===== src/rtl/btn_debounce_if.sv =====
// Button pin and conditioned outputs between the debouncer and user logic.
// master = the debouncer, slave = the logic that drives the pin and consumes the strobes.
interface btn_debounce_if #(
    parameter int CNT_W = 8
);
    logic             btn_in;
    logic             btn_level;
    logic             press;
    // The release strobe cannot be called "release": that is a reserved word in SystemVerilog.
    logic             release_stb;
    logic             long_press;
    logic             held;
    logic [CNT_W-1:0] press_count;

    modport master (
        input  btn_in,
        output btn_level, press, release_stb, long_press, held, press_count
    );

    modport slave (
        output btn_in,
        input  btn_level, press, release_stb, long_press, held, press_count
    );
endinterface


===== src/rtl/btn_debounce.sv =====
// Push-button conditioner: 2-flop synchroniser, counter-based debounce FSM,
// press/release/long-press strobes and a wrapping press counter.
module btn_debounce #(
    parameter int DEBOUNCE_CYCLES = 1000000,
    parameter int LONG_CYCLES     = 100000000,
    parameter bit ACTIVE_HIGH     = 1'b1,
    parameter int CNT_W           = 8
) (
    input  logic           clk,
    input  logic           rst_n,
    btn_debounce_if.master bus
);

    localparam int DB_W   = $clog2(DEBOUNCE_CYCLES);
    localparam int LONG_W = $clog2(LONG_CYCLES);

    localparam logic [DB_W-1:0]   DB_ONE   = DB_W'(1);
    localparam logic [DB_W-1:0]   DB_LAST  = DB_W'(DEBOUNCE_CYCLES - 1);
    // Firing when the count is about to become LONG_CYCLES-1 puts long_press
    // exactly DEBOUNCE_CYCLES+LONG_CYCLES edges after the pin change is captured.
    localparam logic [LONG_W-1:0] LONG_ARM = LONG_W'(LONG_CYCLES - 2);

    typedef enum logic [1:0] {
        RELEASED,
        DB_PRESS,
        PRESSED,
        DB_RELEASE
    } state_t;

    logic raw;
    logic s1, s2;

    state_t           state, state_nxt;
    logic [DB_W-1:0]   db_cnt, db_nxt;
    logic [LONG_W-1:0] long_cnt, long_nxt;
    logic              fired, fired_nxt;
    logic              level, level_nxt;
    logic              held, held_nxt;
    logic              press, press_nxt;
    logic              rel, rel_nxt;
    logic              long_p, long_p_nxt;
    logic [CNT_W-1:0]  count, count_nxt;

    assign raw = ACTIVE_HIGH ? bus.btn_in : ~bus.btn_in;

    // NOTE: sequential state uses non-blocking assignments so every flop
    // samples the pre-edge value of its neighbours (s2 must see the old s1).
    always_ff @(posedge clk or negedge rst_n) begin
        if (!rst_n) begin
            s1 <= 1'b0;
            s2 <= 1'b0;
        end else begin
            s1 <= raw;
            s2 <= s1;
        end
    end

    always_ff @(posedge clk or negedge rst_n) begin
        if (!rst_n) begin
            state <= RELEASED;
        end else begin
            state <= state_nxt;
        end
    end

    always_ff @(posedge clk or negedge rst_n) begin
        if (!rst_n) begin
            db_cnt   <= '0;
            long_cnt <= '0;
            fired    <= 1'b0;
            level    <= 1'b0;
            held     <= 1'b0;
            press    <= 1'b0;
            rel      <= 1'b0;
            long_p   <= 1'b0;
            count    <= '0;
        end else begin
            db_cnt   <= db_nxt;
            long_cnt <= long_nxt;
            fired    <= fired_nxt;
            level    <= level_nxt;
            held     <= held_nxt;
            press    <= press_nxt;
            rel      <= rel_nxt;
            long_p   <= long_p_nxt;
            count    <= count_nxt;
        end
    end

    always_comb begin
        // NOTE: every signal gets a default before any branch so no path can
        // leave it unassigned and infer a latch; strobes default low.
        state_nxt  = state;
        db_nxt     = db_cnt;
        long_nxt   = long_cnt;
        fired_nxt  = fired;
        level_nxt  = level;
        held_nxt   = held;
        count_nxt  = count;
        press_nxt  = 1'b0;
        rel_nxt    = 1'b0;
        long_p_nxt = 1'b0;

        // Long-press timing keeps running through a pending (possibly rejected) release.
        if ((state == PRESSED || state == DB_RELEASE) && !fired) begin
            long_nxt = long_cnt + LONG_W'(1);
            if (long_cnt == LONG_ARM) begin
                long_p_nxt = 1'b1;
                held_nxt   = 1'b1;
                fired_nxt  = 1'b1;
            end
        end

        case (state)
            RELEASED: begin
                if (s2) begin
                    state_nxt = DB_PRESS;
                    db_nxt    = DB_ONE;
                end
            end
            DB_PRESS: begin
                if (!s2) begin
                    state_nxt = RELEASED;
                    db_nxt    = '0;
                end else if (db_cnt == DB_LAST) begin
                    state_nxt = PRESSED;
                    level_nxt = 1'b1;
                    press_nxt = 1'b1;
                    count_nxt = count + CNT_W'(1);
                    long_nxt  = '0;
                    fired_nxt = 1'b0;
                    db_nxt    = '0;
                end else begin
                    db_nxt = db_cnt + DB_W'(1);
                end
            end
            PRESSED: begin
                if (!s2) begin
                    state_nxt = DB_RELEASE;
                    db_nxt    = DB_ONE;
                end
            end
            DB_RELEASE: begin
                if (s2) begin
                    state_nxt = PRESSED;
                    db_nxt    = '0;
                end else if (db_cnt == DB_LAST) begin
                    // Overrides a long-press firing on this same edge: held stays low.
                    state_nxt = RELEASED;
                    level_nxt = 1'b0;
                    held_nxt  = 1'b0;
                    rel_nxt   = 1'b1;
                    db_nxt    = '0;
                end else begin
                    db_nxt = db_cnt + DB_W'(1);
                end
            end
            default: begin
                state_nxt = RELEASED;
                db_nxt    = '0;
            end
        endcase
    end

    assign bus.btn_level   = level;
    assign bus.press       = press;
    assign bus.release_stb = rel;
    assign bus.long_press  = long_p;
    assign bus.held        = held;
    assign bus.press_count = count;

endmodule

===== src/flat_wrapper.sv =====
// flat-port wrapper written by rule: the top's interface ports become plain ports
module btn_debounce_flat 
#(
    parameter int DEBOUNCE_CYCLES = 1000000,
    parameter int LONG_CYCLES     = 100000000,
    parameter bit ACTIVE_HIGH     = 1'b1,
    parameter int CNT_W           = 8
)
  (clk, rst_n, bus_btn_in, bus_btn_level, bus_press, bus_release_stb, bus_long_press, bus_held, bus_press_count);
  btn_debounce_if #(.CNT_W(CNT_W)) bus_i ();
  input  logic clk;
  input  logic rst_n;
  input wire logic [$bits(bus_i.btn_in)-1:0] bus_btn_in;
  output wire logic [$bits(bus_i.btn_level)-1:0] bus_btn_level;
  output wire logic [$bits(bus_i.press)-1:0] bus_press;
  output wire logic [$bits(bus_i.release_stb)-1:0] bus_release_stb;
  output wire logic [$bits(bus_i.long_press)-1:0] bus_long_press;
  output wire logic [$bits(bus_i.held)-1:0] bus_held;
  output wire logic [$bits(bus_i.press_count)-1:0] bus_press_count;
  assign bus_i.btn_in = bus_btn_in;
  assign bus_btn_level = bus_i.btn_level;
  assign bus_press = bus_i.press;
  assign bus_release_stb = bus_i.release_stb;
  assign bus_long_press = bus_i.long_press;
  assign bus_held = bus_i.held;
  assign bus_press_count = bus_i.press_count;
  btn_debounce #(.DEBOUNCE_CYCLES(DEBOUNCE_CYCLES), .LONG_CYCLES(LONG_CYCLES), .ACTIVE_HIGH(ACTIVE_HIGH), .CNT_W(CNT_W)) u_core (.clk(clk), .rst_n(rst_n), .bus(bus_i));
endmodule

===== config.mk =====
export PLATFORM = sky130hd
export DESIGN_NAME = btn_debounce_flat
export DESIGN_NICKNAME = d
export VERILOG_FILES = /design/src/rtl/btn_debounce_if.sv /design/src/rtl/btn_debounce.sv /design/src/flat_wrapper.sv
export SDC_FILE = /design/constraint.sdc
export NUM_CORES = 1
export LEC_CHECK = 0
export ABC_AREA = 1
export CAP_MARGIN = 25
export CORE_MARGIN = 5
export CORE_UTILIZATION = 60
export CTS_CLUSTER_SIZE = 14
export DETAILED_ROUTE_END_ITERATION = 16
export PLACE_DENSITY = 0.84
export SLEW_MARGIN = 20
export SYNTH_ARGS = -nofsm -noshare
export SYNTH_HDL_FRONTEND = slang
export SYNTH_SLANG_ARGS = --single-unit

===== constraint.sdc =====
create_clock -name clk -period 2.36 [get_ports clk]
set_input_delay 0.59 -clock clk [delete_from_list [all_inputs] [get_ports clk]]
set_output_delay 0.59 -clock clk [all_outputs]
set_load 0.02 [all_outputs]

==> results_tabular.tex, run 1 <==
\begin{tabular}{lr}
\hline
Metric & Value \\
\hline
\multicolumn{2}{l}{\textbf{Critical path}} \\
Critical-path cell list & clkdlybuf4s50\_1 \\
Required time of the critical path & approximately 1.8 ns \\
Critical path launch point type & register \\
Worst setup EP type & output port \\
Delay of the slowest cell on the worst path & roughly 0.64 ns \\
Kind of cell adding the most delay to the critical path & buffers and inverters \\
Critical path fanouts, max & 5 \\
Crit path kind & register to output port \\
Arrival time worst endpoint & between 1 and 1.5 ns \\
Critical path's slowest cell & clkdlybuf4s50\_1 \\
Worst Path Buf+Inv & 1 \\
\multicolumn{2}{l}{\textbf{Outcome}} \\
Run status & completed \\
\multicolumn{2}{l}{\textbf{Final layout}} \\
Inserted Diodes & 0 \\
Layout filler cell count & 555 \\
Area of all sequential standard cells & about 1600 um\^{}2 \\
Share of final-layout standard cells stronger than drive strength 1 & 0.114 \\
Area of the multi-input gates & 1970 um\^{}2 \\
Area added between synthesis and finish & 11.2\% \\
Largest reg by FF count & u\_core.long\_cnt \\
Layout Nets & around 550 \\
Cell area after layout & about 4300 um\^{}2 \\
Number of flip-flops under the largest register name & 27 \\
\multicolumn{2}{l}{\textbf{Floorplanning}} \\
Effective utilization at floorplan & 0.616 \\
Count of pins on the block boundary & 16 \\
Die footprint & approximately 8200 um\^{}2 \\
Placement row count & 29 \\
Die Y-Extent & between 90 and 100 um \\
DIE WIDTH & about 90 um \\
Area inside the core boundary & roughly 6300 um\^{}2 \\
\multicolumn{2}{l}{\textbf{CTS}} \\
Postcts setup bufs & 0 \\
H-tree depth reported by CTS & 3 \\
Longest Clk Path Bufs & 2 \\
Gates resized, CTS repair & 0 \\
Worst skew pair latency & about 0.35 ns \\
Clock Sink Count & 65 \\
Clock root buffer master & clkbuf\_8 \\
Number of buffers inserted by hold repair at cts & 0 \\
Clock tree from TritonCTS & built \\
Number of buffers created by CTS & 9 \\
Clock transition time at the flip-flop clock pins of the worst setup and hold paths & 0.07 ns \\
\multicolumn{2}{l}{\textbf{Drt}} \\
DRC violation total after the first TritonRoute iteration & 139 \\
Drt wl/cell & roughly 14 um \\
Antenna violation net count after detailed routing & 0 \\
Routed wire length & around 8.7 mm \\
Length of the first detailed-routing pass in iterations & 5 \\
Remaining design rule violation count & 0 \\
Via density per instance & 5.39 \\
Total number of vias & 3358 \\
\multicolumn{2}{l}{\textbf{Synthesis}} \\
Mapped Nets & about 520 \\
Number of distinct library cell variants in the gate-level netlist after synthesis & 35 \\
Avg Inst Size Synth & about 7.5 um\^{}2 \\
Count of warnings emitted by yosys & 0 \\
Share of the yosys chip area belonging to registers & 0.418 \\
Number of synthesized register bits & 65 \\
Post-Syn Area & 3890 um\^{}2 \\
Synth Instances & $\sim$520 \\
\multicolumn{2}{l}{\textbf{STA}} \\
Worst hold slack after final layout & 0.239 ns \\
Final count of pins violating max slew & 0 \\
Transition time at the pin with the least slew margin & about 0.48 ns \\
Highest attainable clock frequency & between 400 and 500 MHz \\
Fin crit period & approximately 2.0 ns \\
Clock skew & 0.0102 ns \\
RSZ-0062 raised after global routing & false \\
Final critical-path share of the clock period & 0.850 \\
Final Hold Vio Count & 0 \\
Final setup violation count & 0 \\
Max transition margin & 0.679 \\
Fin Setup TNS & 0 ns \\
\multicolumn{2}{l}{\textbf{Pwr}} \\
Worst vdd rail ir drop & 370 uV \\
Total leakage power & 2.11 nW \\
Power, Total & $\sim$0.0022 W \\
Ratio of total power to cell area & roughly 510 nW/um\^{}2 \\
\multicolumn{2}{l}{\textbf{Flow run}} \\
Reported max-cap violation count & 0 \\
\multicolumn{2}{l}{\textbf{Place}} \\
IO Port Bufs & 15 \\
Routability congestion estimate & between 0.9 and 1 \\
Total half-perimeter wirelength after legalization and detailed placement & around 6.6 mm \\
Cell area after placement & between 4000 and 5000 um\^{}2 \\
\multicolumn{2}{l}{\textbf{Global route}} \\
Number of global-route vias before repair & $\sim$3500 \\
Overall overflow remaining after global route & 0 \\
Pin count of the biggest net entering global routing & slightly above 40 \\
First-pass GRT wire length & around 15 mm \\
Global router's overall resource usage & 0.225 \\
Antenna violations before repair & 0 \\
\multicolumn{2}{l}{\textbf{Hold path}} \\
Hold WC Path Type & primary input to asynchronous set/reset pin \\
\hline
\end{tabular}
==> metrics by stage <==
step / util / instances / worst slack (ns)
3_3_place_gp: 0.652 / 607 / 0.632
2_1_floorplan: - / 516 / 0.886
6_report: 0.685 / 623 / 0.354
4_1_cts: 0.685 / 623 / 0.336
3_5_place_dp: 0.652 / 607 / 0.572
5_1_grt: 0.685 / 623 / 0.308
==> Yosys cell counts, drive strengths merged <==
cell | number | area, um^2
a21oi | 4 | 31.3
nand2 | 151 | 577
nor3b | 2 | 15.0
or2 | 1 | 6.26
a21o | 1 | 7.51
xor2 | 19 | 166
o211ai | 1 | 12.5
dfrtp | 65 | 1630
inv | 69 | 259
and2 | 1 | 6.26
xnor2 | 9 | 78.8
o21bai | 2 | 15.0
o22ai | 1 | 6.26
ha | 4 | 50.1
o21ai | 9 | 45.0
nand3b | 1 | 7.51
nor3 | 11 | 60.1
nand3 | 51 | 300
nor2 | 92 | 459
buf | 4 | 35.0
nand4 | 17 | 113
o211a | 1 | 10.0
==> layout by cell type, fill, tap and decap left out, drive strengths merged, types with 4 or more instances in the layout <==
cell type,synthesis,routed
nand2,151,151
ha,4,4
a21oi,4,4
nand3,51,51
o21ai,9,9
inv,69,69
nor3,11,11
clkbuf,0,12
xor2,19,19
dfrtp,65,65
clkdlybuf4s50,0,14
nor2,92,92
buf,4,4
xnor2,9,9
nand4,17,17
==> power breakdown <==
group          switching [W]  internal, W  leakage, nW
Clock               0.000437     0.000546        0.103
Sequential        0.00000934      0.00112        0.899
Combinational      0.0000543    0.0000176         1.11
==> kinds of logic (layout without fill, tap and decap cells) <==
logic type      after synthesis  count (layout)  share of synthesized area
compound gates               19              19                     0.0328
xor+xnor                     28              28                     0.0631
fa+ha+maj                     4               4                     0.0129
buf+inv                      73             103                     0.0756
flops                        65              65                      0.418
simple gates                327             327                      0.397
==> worst paths after layout <==
kind / startpoint / endpoint / slack, ns / cells past startpoint
setup / recovery: u_core.bus.press_count[5] / bus_press_count[5] / 0.35 / 1
hold / removal: rst_n / u_core.db_cnt[0] / 0.24 / 2
setup reg to reg: u_core.db_cnt[1] / u_core.long_cnt[2] / 0.56 / 9
hold reg to reg: u_core.s1 / u_core.s2 / 0.35 / 0
max in group asynchronous: rst_n / u_core.fired / 1.72 / 2
min in group clk: u_core.s1 / u_core.s2 / 0.35 / 0
==> final cells by class <==
| cell class | count | area share |
|---|---|---|
| clock buffers | 12 | 0.0359 |
| well taps | 77 | 0.0223 |
| clock inverters | 4 | 0.0119 |
| multi-input cells | 378 | 0.455 |
| flip-flops and latches | 65 | 0.376 |
| inverters | 69 | 0.0599 |
| repair buffers | 18 | 0.0388 |
==> worst register-to-register path, cell delays in order (launching register included) <==
cell,delay [ns]
dfrtp_1,0.37
ha_1,0.23
nand3_2,0.11
nor2_4,0.14
inv_2,0.08
nor2_8,0.16
nand3_4,0.22
inv_2,0.23
or2_2,0.14
inv_1,0.03
==> metal layers <==
layer | routed length (um) | global-route usage | part of all wire | vias to the layer above
met5 | 0 | 0 | 0 | -
met4 | 265 | 0.115 | 0.031 | 0
met3 | 406 | 0.0392 | 0.047 | 27
met2 | 4420 | 0.391 | 0.51 | 102
met1 | 3580 | 0.264 | 0.41 | 1555
li1 | - | - | - | 1674
No activity file was read; power rests on OpenSTA's default activity.
==> run 2, diff against run 1 <==
--- a/config.mk
+++ b/config.mk
@@ -12,7 +12,6 @@
 export CTS_CLUSTER_SIZE = 14
 export DETAILED_ROUTE_END_ITERATION = 16
 export PLACE_DENSITY = 0.84
-export SLEW_MARGIN = 20
 export SYNTH_ARGS = -nofsm -noshare
 export SYNTH_HDL_FRONTEND = slang
 export SYNTH_SLANG_ARGS = --single-unit
==> results of run 2 <==
Final layout, timing and power as in run 1 (identical DEF).
==> run 3, diff against run 2 <==
--- a/config.mk
+++ b/config.mk
@@ -7,11 +7,13 @@
 export LEC_CHECK = 0
 export ABC_AREA = 1
 export CAP_MARGIN = 25
+export CELL_PAD_IN_SITES_DETAIL_PLACEMENT = 2
+export CELL_PAD_IN_SITES_GLOBAL_PLACEMENT = 2
 export CORE_MARGIN = 5
-export CORE_UTILIZATION = 60
+export CORE_UTILIZATION = 39
 export CTS_CLUSTER_SIZE = 14
 export DETAILED_ROUTE_END_ITERATION = 16
-export PLACE_DENSITY = 0.84
+export PLACE_DENSITY = 0.9
 export SYNTH_ARGS = -nofsm -noshare
 export SYNTH_HDL_FRONTEND = slang
 export SYNTH_SLANG_ARGS = --single-unit
==> constraint.sdc (replaced) <==
create_clock -name clk -period 2.36 [get_ports clk]
set_input_delay 0.59 -clock clk [delete_from_list [all_inputs] [get_ports clk]]
set_output_delay 0.59 -clock clk [all_outputs]
set_load 0.005 [all_outputs]
==> results_tabular.tex, run 3 (synthesized netlist as in run 1, its figures left out) <==
\begin{tabular}{lr}
\hline
Metric & Value \\
\hline
\multicolumn{2}{l}{\textbf{Outcome}} \\
Run status & completed (unchanged) \\
\multicolumn{2}{l}{\textbf{Critical path}} \\
Worst Path Buf+Inv & 1 (unchanged) \\
Critical path's slowest cell & clkdlybuf4s50\_1 (unchanged) \\
Depth of the worst register-to-register path & 9 (unchanged) \\
Worst reg2reg path startpoint & u\_core.db\_cnt[1] (unchanged) \\
Critical-path cell list & clkdlybuf4s50\_1 (unchanged) \\
Critical path fanouts, max & 5 (unchanged) \\
Crit path kind & register to output port (unchanged) \\
Kind of cell adding the most delay to the critical path & buffers and inverters (unchanged) \\
Minimum setup slack among reg-to-reg paths & 0.48 ns (was 0.56 ns) \\
Critical path launch point type & register (unchanged) \\
Delay of the slowest cell on the worst path & 0.55 ns (was 0.64 ns) \\
Arrival time worst endpoint & 1.37 ns (was 1.42 ns) \\
Worst setup EP type & output port (unchanged) \\
Required time of the critical path & 1.77 ns (about the same) \\
Critical register-to-register path endpoint & u\_core.long\_cnt[2] (unchanged) \\
\multicolumn{2}{l}{\textbf{Final layout}} \\
Inserted Diodes & 0 (unchanged) \\
Layout filler cell count & 1179 (was 555) \\
Number of flip-flops under the largest register name & 27 (unchanged) \\
Most used cells in the layout excluding fill and tap cells & nand2\_1 (147), nor2\_1 (72), dfrtp\_1 (65) (unchanged) \\
Largest reg by FF count & u\_core.long\_cnt (unchanged) \\
Share of the core filled with cells & 0.450 (was 0.685) \\
Area of all sequential standard cells & 1630 um\^{}2 (unchanged) \\
Area of the multi-input gates & 1970 um\^{}2 (unchanged) \\
Leading cell type in the layout, fill and taps excluded & nand2\_1 (unchanged) \\
Share of final-layout standard cells stronger than drive strength 1 & 0.115 (was 0.114) \\
Area added between synthesis and finish & 12.6\% (was 11.2\%) \\
Layout Nets & 548 (unchanged) \\
\multicolumn{2}{l}{\textbf{Drt}} \\
Remaining design rule violation count & 0 (unchanged) \\
Length of the first detailed-routing pass in iterations & 4 (was 5) \\
Antenna violation net count after detailed routing & 0 (unchanged) \\
DRC violation total after the first TritonRoute iteration & 84 (was 139) \\
Total number of vias & 3506 (was 3358) \\
Drt wl/cell & 18.6 um (was 13.9 um) \\
Via density per instance & 5.16 (was 5.39) \\
Routed wire length & 12.6 mm (was 8.68 mm) \\
\multicolumn{2}{l}{\textbf{Pwr}} \\
Ratio of total power to cell area & 483 nW/um\^{}2 (was 506 nW/um\^{}2) \\
Total leakage power & 2.09 nW (was 2.11 nW) \\
Worst vdd rail ir drop & 234 uV (was 370 uV) \\
\multicolumn{2}{l}{\textbf{STA}} \\
Fin crit period & 1.96 ns (was 2.01 ns) \\
Final count of pins violating max slew & 0 (unchanged) \\
Transition time at the pin with the least slew margin & 0.497 ns (was 0.481 ns) \\
Final critical-path share of the clock period & 0.829 (was 0.850) \\
Clock skew & 0.0159 ns (was 0.0102 ns) \\
Max transition margin & 0.666 (was 0.679) \\
Final setup violation count & 0 (unchanged) \\
Worst hold slack after final layout & 0.206 ns (was 0.239 ns) \\
Fin Setup TNS & 0 ns (unchanged) \\
Highest attainable clock frequency & 511 MHz (was 498 MHz) \\
RSZ-0062 raised after global routing & false (unchanged) \\
Final Hold Vio Count & 0 (unchanged) \\
\multicolumn{2}{l}{\textbf{Floorplanning}} \\
Area inside the core boundary & 9730 um\^{}2 (was 6310 um\^{}2) \\
Effective utilization at floorplan & 0.400 (was 0.616) \\
DIE WIDTH & 110 um (was 90.5 um) \\
Die Y-Extent & 110 um (was 90.5 um) \\
Die footprint & 12100 um\^{}2 (was 8190 um\^{}2) \\
Placement row count & 36 (was 29) \\
Count of pins on the block boundary & 16 (unchanged) \\
\multicolumn{2}{l}{\textbf{Global route}} \\
Pin count of the biggest net entering global routing & 46 (was 41) \\
Global router's overall resource usage & 0.232 (was 0.225) \\
Antenna violations before repair & 0 (unchanged) \\
First-pass GRT wire length & 21.3 mm (was 15.2 mm) \\
Number of global-route vias before repair & 4101 (was 3466) \\
Overall overflow remaining after global route & 0 (unchanged) \\
\multicolumn{2}{l}{\textbf{CTS}} \\
Clock tree from TritonCTS & built (unchanged) \\
Number of buffers inserted by hold repair at cts & 0 (unchanged) \\
Clock Sink Count & 65 (unchanged) \\
Worst skew pair latency & 0.37 ns (was 0.35 ns) \\
Number of buffers created by CTS & 9 (unchanged) \\
H-tree depth reported by CTS & 3 (unchanged) \\
Gates resized, CTS repair & 0 (unchanged) \\
Longest Clk Path Bufs & 2 (unchanged) \\
Clock root buffer master & clkbuf\_8 (unchanged) \\
Postcts setup bufs & 0 (unchanged) \\
Clock transition time at the flip-flop clock pins of the worst setup and hold paths & 0.09 ns (was 0.07 ns) \\
\multicolumn{2}{l}{\textbf{Hold path}} \\
Hold WC Path Type & primary input to asynchronous set/reset pin (unchanged) \\
\multicolumn{2}{l}{\textbf{Place}} \\
Routability congestion estimate & 0.793 (was 0.929) \\
IO Port Bufs & 15 (unchanged) \\
Total half-perimeter wirelength after legalization and detailed placement & 9.73 mm (was 6.62 mm) \\
\multicolumn{2}{l}{\textbf{Flow run}} \\
Reported max-cap violation count & 0 (unchanged) \\
\hline
\end{tabular}
-- run 3: layout make-up --
class	count	share of cell area
Timing Repair Buffer	18	0.0411
Multi-Input combinational cell	378	0.449
Tap cell	133	0.0380
Sequential cell	65	0.371
Clock buffer	9	0.0283
Inverter	69	0.0591
Clock inverter	7	0.0129
-- run 3: how the worst max path moves through the flow --
stage,startpoint,end,slack (ns),cells after the start
2_1_floorplan,u_core.db_cnt[1],u_core.long_cnt[10],0.89,8
6_report,u_core.bus.press_count[2],bus_press_count[2],0.40,1
4_1_cts,u_core.bus.press_count[2],bus_press_count[2],0.38,1
3_5_place_dp,u_core.db_cnt[1],u_core.long_cnt[2],0.46,9
5_1_grt,u_core.db_cnt[1],u_core.long_cnt[2],0.31,9
3_3_place_gp,u_core.db_cnt[1],u_core.long_cnt[2],0.59,9
-- run 3: through the flow --
stage,instances,instance area [um^2],setup slack (ns),total power [W]
6_report,679,4380,0.404,0.00212
5_1_grt,679,4380,0.311,0.00220
4_1_cts,679,4380,0.376,0.00215
3_5_place_dp,663,4200,0.465,0.00124
3_3_place_gp,663,4200,0.587,0.00123
2_1_floorplan,516,3890,0.886,0.00119
-- run 3: report_power, final --
part           switching (W)   total, W  leakage, nW  internal, W
registers          0.0000102    0.00113        0.899      0.00112
logic              0.0000618  0.0000820         1.11    0.0000201
clock network       0.000517   0.000904       0.0781     0.000387
-- run 3: metal layers --
| layer | wire (um) | vias up | global-route usage |
|---|---|---|---|
| met5 | 0 | - | 0 |
| li1 | - | 1664 | - |
| met3 | 268 | 21 | 0.0341 |
| met1 | 5240 | 1779 | 0.263 |
| met4 | 275 | 0 | 0.0899 |
| met2 | 6860 | 42 | 0.432 |
